$ cat src/rtl/stopwatch_if.sv
// Handshake bundle between the stopwatch engine and its surroundings:
// tick enables and button levels in, BCD digits and status out.
`default_nettype none

interface stopwatch_if #(
  parameter int TOT_W = 13
);
  logic             i_tick;
  logic             i_adj_tick;
  logic             i_btn_reset;
  logic             i_btn_pause;
  logic             i_adj;
  logic             i_sel;
  logic [3:0]       o_min_tens;
  logic [3:0]       o_min_ones;
  logic [3:0]       o_sec_tens;
  logic [3:0]       o_sec_ones;
  logic [TOT_W-1:0] o_total_sec;
  logic             o_running;
  logic             o_adjusting;
  logic             o_at_max;

  modport master (
    output i_tick, i_adj_tick, i_btn_reset, i_btn_pause, i_adj, i_sel,
    input  o_min_tens, o_min_ones, o_sec_tens, o_sec_ones, o_total_sec,
    input  o_running, o_adjusting, o_at_max
  );

  modport slave (
    input  i_tick, i_adj_tick, i_btn_reset, i_btn_pause, i_adj, i_sel,
    output o_min_tens, o_min_ones, o_sec_tens, o_sec_ones, o_total_sec,
    output o_running, o_adjusting, o_at_max
  );
endinterface

`default_nettype wire

$ cat src/rtl/stopwatch_core.sv
// ---------------------------------------------------------------------------
// stopwatch_core : MM:SS BCD stopwatch with run/pause/adjust state machine
// Revision 1.0   : initial release
// ---------------------------------------------------------------------------
`default_nettype none

module stopwatch_core #(
  parameter int MAX_MIN = 99,
  parameter int WRAP    = 0,
  parameter int TOT_W   = 13
) (
  input  wire logic   clk,
  input  wire logic   rst_n,
  stopwatch_if.slave  sw
);

  typedef enum logic [1:0] {
    ST_STOP  = 2'd0,
    ST_RUN   = 2'd1,
    ST_PAUSE = 2'd2,
    ST_ADJ   = 2'd3
  } state_t;

  localparam logic [3:0]       c_MAX_T    = 4'(MAX_MIN / 10);
  localparam logic [3:0]       c_MAX_O    = 4'(MAX_MIN % 10);
  localparam logic [TOT_W-1:0] c_MIN_SPAN = TOT_W'(MAX_MIN * 60);
  localparam logic [TOT_W-1:0] c_SIXTY    = TOT_W'(60);
  localparam logic [TOT_W-1:0] c_SEC_SPAN = TOT_W'(59);
  localparam logic [TOT_W-1:0] c_ONE      = TOT_W'(1);

  state_t           r_state;
  logic [3:0]       r_min_t, r_min_o, r_sec_t, r_sec_o;
  logic [TOT_W-1:0] r_total;
  logic             r_reset_q, r_pause_q;
  logic             r_running, r_adjusting;

  logic             w_rst_edge, w_pause_edge;
  logic             w_sec_max, w_min_max, w_at_max;
  logic [3:0]       w_sec_t_inc, w_sec_o_inc, w_min_t_inc, w_min_o_inc;

  assign w_rst_edge   = sw.i_btn_reset & ~r_reset_q;
  assign w_pause_edge = sw.i_btn_pause & ~r_pause_q;

  assign w_sec_max = (r_sec_t == 4'd5) && (r_sec_o == 4'd9);
  assign w_min_max = (r_min_t == c_MAX_T) && (r_min_o == c_MAX_O);
  assign w_at_max  = w_sec_max & w_min_max;

  // Field increments wrap on their own; the minute carry is applied only in RUN.
  assign w_sec_o_inc = (r_sec_o == 4'd9) ? 4'd0 : r_sec_o + 4'd1;
  assign w_sec_t_inc = w_sec_max ? 4'd0 :
                       (r_sec_o == 4'd9) ? r_sec_t + 4'd1 : r_sec_t;
  assign w_min_o_inc = w_min_max ? 4'd0 :
                       (r_min_o == 4'd9) ? 4'd0 : r_min_o + 4'd1;
  assign w_min_t_inc = w_min_max ? 4'd0 :
                       (r_min_o == 4'd9) ? r_min_t + 4'd1 : r_min_t;

  always_ff @(posedge clk or negedge rst_n) begin
    if (!rst_n) begin
      r_state     <= ST_STOP;
      r_min_t     <= 4'd0;
      r_min_o     <= 4'd0;
      r_sec_t     <= 4'd0;
      r_sec_o     <= 4'd0;
      r_total     <= '0;
      r_reset_q   <= 1'b0;
      r_pause_q   <= 1'b0;
      r_running   <= 1'b0;
      r_adjusting <= 1'b0;
    end else begin
      r_reset_q <= sw.i_btn_reset;
      r_pause_q <= sw.i_btn_pause;

      if (w_rst_edge) begin
        r_min_t     <= 4'd0;
        r_min_o     <= 4'd0;
        r_sec_t     <= 4'd0;
        r_sec_o     <= 4'd0;
        r_total     <= '0;
        r_running   <= 1'b0;
        r_adjusting <= sw.i_adj;
        r_state     <= sw.i_adj ? ST_ADJ : ST_STOP;
      end else if (sw.i_adj) begin
        if (r_state != ST_ADJ) begin
          r_state     <= ST_ADJ;
          r_running   <= 1'b0;
          r_adjusting <= 1'b1;
        end else if (sw.i_adj_tick) begin
          if (sw.i_sel) begin
            r_min_t <= w_min_t_inc;
            r_min_o <= w_min_o_inc;
            r_total <= w_min_max ? r_total - c_MIN_SPAN : r_total + c_SIXTY;
          end else begin
            r_sec_t <= w_sec_t_inc;
            r_sec_o <= w_sec_o_inc;
            r_total <= w_sec_max ? r_total - c_SEC_SPAN : r_total + c_ONE;
          end
        end
      end else if (r_state == ST_ADJ) begin
        r_state     <= ST_PAUSE;
        r_adjusting <= 1'b0;
      end else if (w_pause_edge) begin
        if (r_state == ST_RUN) begin
          r_state   <= ST_PAUSE;
          r_running <= 1'b0;
        end else begin
          r_state   <= ST_RUN;
          r_running <= 1'b1;
        end
      end else if ((r_state == ST_RUN) && sw.i_tick) begin
        if (w_at_max) begin
          // Saturating builds simply hold; wrapping builds restart from zero.
          if (WRAP != 0) begin
            r_min_t <= 4'd0;
            r_min_o <= 4'd0;
            r_sec_t <= 4'd0;
            r_sec_o <= 4'd0;
            r_total <= '0;
          end
        end else begin
          r_sec_t <= w_sec_t_inc;
          r_sec_o <= w_sec_o_inc;
          r_total <= r_total + c_ONE;
          if (w_sec_max) begin
            r_min_t <= w_min_t_inc;
            r_min_o <= w_min_o_inc;
          end
        end
      end
    end
  end

  assign sw.o_min_tens  = r_min_t;
  assign sw.o_min_ones  = r_min_o;
  assign sw.o_sec_tens  = r_sec_t;
  assign sw.o_sec_ones  = r_sec_o;
  assign sw.o_total_sec = r_total;
  assign sw.o_running   = r_running;
  assign sw.o_adjusting = r_adjusting;
  assign sw.o_at_max    = w_at_max;

endmodule

`default_nettype wire
$ cat src/flat_wrapper.sv
// flat-port wrapper written by rule: the top's interface ports become plain ports
module stopwatch_core_flat 
#(
  parameter int MAX_MIN = 99,
  parameter int WRAP    = 0,
  parameter int TOT_W   = 13
)
  (clk, rst_n, sw_i_tick, sw_i_adj_tick, sw_i_btn_reset, sw_i_btn_pause, sw_i_adj, sw_i_sel, sw_o_min_tens, sw_o_min_ones, sw_o_sec_tens, sw_o_sec_ones, sw_o_total_sec, sw_o_running, sw_o_adjusting, sw_o_at_max);
  stopwatch_if #(.TOT_W(TOT_W)) sw_i ();
  input  wire logic clk;
  input  wire logic rst_n;
  input wire logic [$bits(sw_i.i_tick)-1:0] sw_i_tick;
  input wire logic [$bits(sw_i.i_adj_tick)-1:0] sw_i_adj_tick;
  input wire logic [$bits(sw_i.i_btn_reset)-1:0] sw_i_btn_reset;
  input wire logic [$bits(sw_i.i_btn_pause)-1:0] sw_i_btn_pause;
  input wire logic [$bits(sw_i.i_adj)-1:0] sw_i_adj;
  input wire logic [$bits(sw_i.i_sel)-1:0] sw_i_sel;
  output wire logic [$bits(sw_i.o_min_tens)-1:0] sw_o_min_tens;
  output wire logic [$bits(sw_i.o_min_ones)-1:0] sw_o_min_ones;
  output wire logic [$bits(sw_i.o_sec_tens)-1:0] sw_o_sec_tens;
  output wire logic [$bits(sw_i.o_sec_ones)-1:0] sw_o_sec_ones;
  output wire logic [$bits(sw_i.o_total_sec)-1:0] sw_o_total_sec;
  output wire logic [$bits(sw_i.o_running)-1:0] sw_o_running;
  output wire logic [$bits(sw_i.o_adjusting)-1:0] sw_o_adjusting;
  output wire logic [$bits(sw_i.o_at_max)-1:0] sw_o_at_max;
  assign sw_i.i_tick = sw_i_tick;
  assign sw_i.i_adj_tick = sw_i_adj_tick;
  assign sw_i.i_btn_reset = sw_i_btn_reset;
  assign sw_i.i_btn_pause = sw_i_btn_pause;
  assign sw_i.i_adj = sw_i_adj;
  assign sw_i.i_sel = sw_i_sel;
  assign sw_o_min_tens = sw_i.o_min_tens;
  assign sw_o_min_ones = sw_i.o_min_ones;
  assign sw_o_sec_tens = sw_i.o_sec_tens;
  assign sw_o_sec_ones = sw_i.o_sec_ones;
  assign sw_o_total_sec = sw_i.o_total_sec;
  assign sw_o_running = sw_i.o_running;
  assign sw_o_adjusting = sw_i.o_adjusting;
  assign sw_o_at_max = sw_i.o_at_max;
  stopwatch_core #(.MAX_MIN(MAX_MIN), .WRAP(WRAP), .TOT_W(TOT_W)) u_core (.clk(clk), .rst_n(rst_n), .sw(sw_i));
endmodule
$ cat config.mk
export PLATFORM = sky130hd
export DESIGN_NAME = stopwatch_core_flat
export DESIGN_NICKNAME = d
export VERILOG_FILES = /design/src/rtl/stopwatch_if.sv /design/src/rtl/stopwatch_core.sv /design/src/flat_wrapper.sv
export SDC_FILE = /design/constraint.sdc
export NUM_CORES = 1
export LEC_CHECK = 0
export ABC_CLOCK_PERIOD_IN_PS = 3600
export BUFFER_PORTS_ARGS = -buffer_cell sky130_fd_sc_hd__buf_2
export CORE_UTILIZATION = 30
export DETAILED_ROUTE_END_ITERATION = 6
export PLACE_DENSITY = 0.58
export SLEW_MARGIN = 20
export SYNTH_ARGS = -nofsm -noshare
export SYNTH_HDL_FRONTEND = slang
export SYNTH_SLANG_ARGS = --single-unit
$ cat constraint.sdc
create_clock -name clk -period 3.6 [get_ports clk]
set_input_delay 0.54 -clock clk [delete_from_list [all_inputs] [get_ports clk]]
set_output_delay 0.54 -clock clk [all_outputs]
set_load 0.02 [all_outputs]
==> flow_summary.toml <==
[finish]
final_net_count = 383
number_of_fill_cells_in_the_layout = 942
area.growth.synth_to_final_pct = 13.3
antenna_cells = 0
final_layout_size_suffix_gt1_frac = 0.173

[timing]
timing.final.hold_violations = 0
setup_ws_ps = 834
max_slew.worst_pin.slew_ps = 797
timing_max_transition_violations_final = 0
final-setup-viol-count = 0
rsz0062_at_grt = "false"
timing.max_slew.rel_slack = 0.468
period_share = 0.768
worst_skew_ps = 8.57
final.hold.worst_slack_ps = 322
maxClockFrequency_mhz = 362
fin_crit_ps = 2770
timing.setup.tns_ps = 0

[yosys]
post_synth.cell_area_avg_um2 = 8.38
post_synth_and_or_nand_nor_area_fraction = 0.246
post_synth_xor_area_fraction = 0.0417
yosys.area.top_type_share = 0.321
postSynth.asyncResetShare = 1.00
synth_adder_area_share = 0.0778
post-synth-top-area-cell = "sky130_fd_sc_hd__dfrtp_1"
synth-warning-count = 0
mux_cell_area_share_after_synthesis = 0.0188
synthMostInstantiatedCell = "sky130_fd_sc_hd__dfrtp_1"
syn_nets = 351
syn-instance-count = 326
synth.area.top_cells = "sky130_fd_sc_hd__dfrtp_1 32%, sky130_fd_sc_hd__ha_1 7.8%, sky130_fd_sc_hd__o21ai_0 5.3%"
synth_seq_cells = 35
synth_commonest_cells = "35 x sky130_fd_sc_hd__dfrtp_1, 34 x sky130_fd_sc_hd__nand2_1, 29 x sky130_fd_sc_hd__o21ai_0"
ys_seq_area_frac = 0.321
area_of_the_mapped_netlist_um2 = 2730
synth-compound-area-share = 0.251
yosys_most_used_dff = "sky130_fd_sc_hd__dfrtp_1"
number_of_flops_mapped_to_enable_cells_by_yosys = 0
main_combinational_cell_family_by_area_after_synthesis = "compound AO/OA/AOI/OAI gates"
synth_cell_type_count = 63

[power_and_ir_drop]
seq_power_share = 0.375
net-switching-power_mw = 0.929
clock_power_share = 0.152
powerDensity_nw_per_um2 = 627
p_int_mw = 1.01
total_leakage_power_nw = 1.41
p_sw_frac = 0.479
pwr-share-comb = 0.473
peakVddDrop_mv = 0.246

[clock_tree]
cts_made_buffers = 5
ctsLongestPathBuffers = 2
cts_resized = 0
cts_setup_buffers = 0
clock_sinks = 35
clock_latency_ps = 290
post_cts_hold_buffer_count = 0
cts_htree_levels = 2
tritoncts = "yes"
worst_setup_hold_path_clk_slew_ps = 80
root_buffer = "sky130_fd_sc_hd__clkbuf_8"

[placed_design]
pre_cts_slack_ps = 848
place_congestion = 0.874
place_hpwl_um = 5410
buffer_ports.inserted = 39

[setup_path]
critical-path-top-delay-family = "compound AO/OA/AOI/OAI gates"
cp_max_fo = 5
timing.setup.critical_path_class = "flip-flop to flip-flop"
critPathBufInv = 1
worst-endpoint-required_ps = 3790
worst-endpoint-arrival_ps = 2950
crit_path_start_kind = "flip-flop"
worst_path_most_repeated_cell = "sky130_fd_sc_hd__ha_1"
crit_slowest_cell = "sky130_fd_sc_hd__dfrtp_1"
crit_path_cell_trace = "inv_1 > ha_1 > nand3b_1 > or2_2 > ha_1 > o211ai_1 > a21oi_1 > nor2_1 > a222oi_1 > o21ai_0 > a22o_2"
critPathMaxStageDelay_ps = 420
crit_path_end_kind = "flip-flop"

[route]
top_signal_layer_used = "met4"
initialDrtViolationCount = 149
route.met2.wl_um = 3620
drt-wirelength-per-cell_um = 16.2
firstDrtPassIters = 5
drt-vias-per-instance = 5.67
total_routed_wirelength_um = 7580
m1WireLength_um = 3470
met3WireLength_um = 455
antenna_left = 0
count_of_vias_placed_by_the_detailed_router = 2647
drc = 0

[grt]
antenna_found_initial = 0
global_route_wire_length_before_repair_um = 12700
grt_overflow = 0
grt_usage = 0.163
first_global_vias = 2541
maximum_number_of_pins_on_one_net_before_global_route_repair = 36

[floorplan]
chipWidth_um = 97.4
die_height_um = 97.4
pin_count = 40
number_of_cell_rows = 34
fp.dieArea_um2 = 9490
floorplan.initialDensity = 0.312
std_cell_core_area_um2 = 8760

[worst_hold_path]
hold_path.class = "primary input to async pin"

[flow_run]
max_cap_violations = 0

[status]
result_of_the_run = "complete, no violations"
## power by group through the flow
stage,Sequential (mW),Clock (mW),Combinational [mW]
finish,0.728,0.296,0.917
global placement,0.730,0,0.904
global route,0.754,0.321,1.02
floorplan,0.785,0,0.582
detailed placement,0.735,0,0.911
CTS,0.727,0.307,0.918
## cells by family after synthesis
group,Yosys count
fa+ha+maj,17
buf+inv,28
mux,5
flops,35
compound gates,101
simple gates,127
xor+xnor,13
## per-layer routing
metal | vias to the layer above | GRT usage
met2 | 101 | 0.273
met3 | 6 | 0.0252
met1 | 1264 | 0.220
li1 | 1276 | -
met4 | 0 | 0.0373
met5 | - | 0
## metrics by stage
step / instance area [um2] / utilization / std cells / power (mW)
6_report: 3100 / 0.353 / 467 / 1.94
5_1_grt: 3100 / 0.353 / 467 / 2.09
4_1_cts: 3100 / 0.353 / 467 / 1.95
3_5_place_dp: 3010 / 0.343 / 459 / 1.65
3_3_place_gp: 3010 / 0.343 / 459 / 1.63
2_1_floorplan: 2730 / - / 326 / 1.37
## registers in the layout (all words and copies together), names as in the netlist
signal,count
u_core.r_state,2
u_core.sw.o_total_sec,13
u_core.r_pause_q,1
u_core.sw.o_sec_tens,4
u_core.sw.o_min_tens,4
u_core.sw.o_running,1
u_core.sw.o_min_ones,4
u_core.sw.o_sec_ones,4
u_core.sw.o_adjusting,1
u_core.r_reset_q,1
## area by class of cell
class | count | area (um2) | area share
clock buffer | 5 | 68.8 | 0.0222
inverter | 11 | 41.3 | 0.0133
clock inverter | 3 | 20.0 | 0.00647
timing repair buffer | 42 | 218 | 0.0703
multi-input combinational | 263 | 1740 | 0.561
tap | 108 | 135 | 0.0437
sequential | 35 | 876 | 0.283
## layout by cell type (no fill, tap or decap), types with 3 or more instances in the layout
cell type and n:
sky130_fd_sc_hd__xor2_1 7, sky130_fd_sc_hd__inv_1 11, sky130_fd_sc_hd__dfrtp_1 35, sky130_fd_sc_hd__nand3_1 11, sky130_fd_sc_hd__and3_1 7, sky130_fd_sc_hd__nor3_1 11, sky130_fd_sc_hd__nand3b_1 5, sky130_fd_sc_hd__o31ai_1 6
sky130_fd_sc_hd__buf_4 3, sky130_fd_sc_hd__o21ai_0 29, sky130_fd_sc_hd__nand4_1 6, sky130_fd_sc_hd__or3_1 5, sky130_fd_sc_hd__xnor2_1 6, sky130_fd_sc_hd__nand2_1 34, sky130_fd_sc_hd__a21oi_1 19, sky130_fd_sc_hd__nor2_1 21
sky130_fd_sc_hd__a211oi_1 4, sky130_fd_sc_hd__a21o_1 6, sky130_fd_sc_hd__buf_2 39, sky130_fd_sc_hd__mux2i_1 4, sky130_fd_sc_hd__nor2b_1 3, sky130_fd_sc_hd__nand2b_1 7, sky130_fd_sc_hd__clkbuf_8 5, sky130_fd_sc_hd__a31oi_1 4
sky130_fd_sc_hd__ha_1 17, sky130_fd_sc_hd__o211ai_1 5
## worst reg2reg max path, cell delays in order, from the launching register on
cell	delay, ps
sky130_fd_sc_hd__dfrtp_1	420
sky130_fd_sc_hd__inv_1	70
sky130_fd_sc_hd__ha_1	130
sky130_fd_sc_hd__nand3b_1	160
sky130_fd_sc_hd__or2_2	390
sky130_fd_sc_hd__ha_1	350
sky130_fd_sc_hd__o211ai_1	100
sky130_fd_sc_hd__a21oi_1	180
sky130_fd_sc_hd__nor2_1	120
sky130_fd_sc_hd__a222oi_1	400
sky130_fd_sc_hd__o21ai_0	120
sky130_fd_sc_hd__a22o_2	210
## final timing paths
check	from	endpoint	slack (ps)	cells past startpoint
worst max-delay path	u_core.sw.o_min_ones[1]	u_core.sw.o_total_sec[8]	830	11
worst min-delay path	rst_n	u_core.sw.o_total_sec[5]	320	1
worst max register to register	u_core.sw.o_min_ones[1]	u_core.sw.o_total_sec[8]	830	11
worst min register to register	u_core.sw.o_sec_tens[3]	u_core.sw.o_sec_tens[3]	500	1
max in group asynchronous	rst_n	u_core.sw.o_min_ones[3]	2760	1
min in group clk	sw_i_btn_pause	u_core.r_pause_q	380	1
Note: power is estimated with default switching activity, not from simulation.
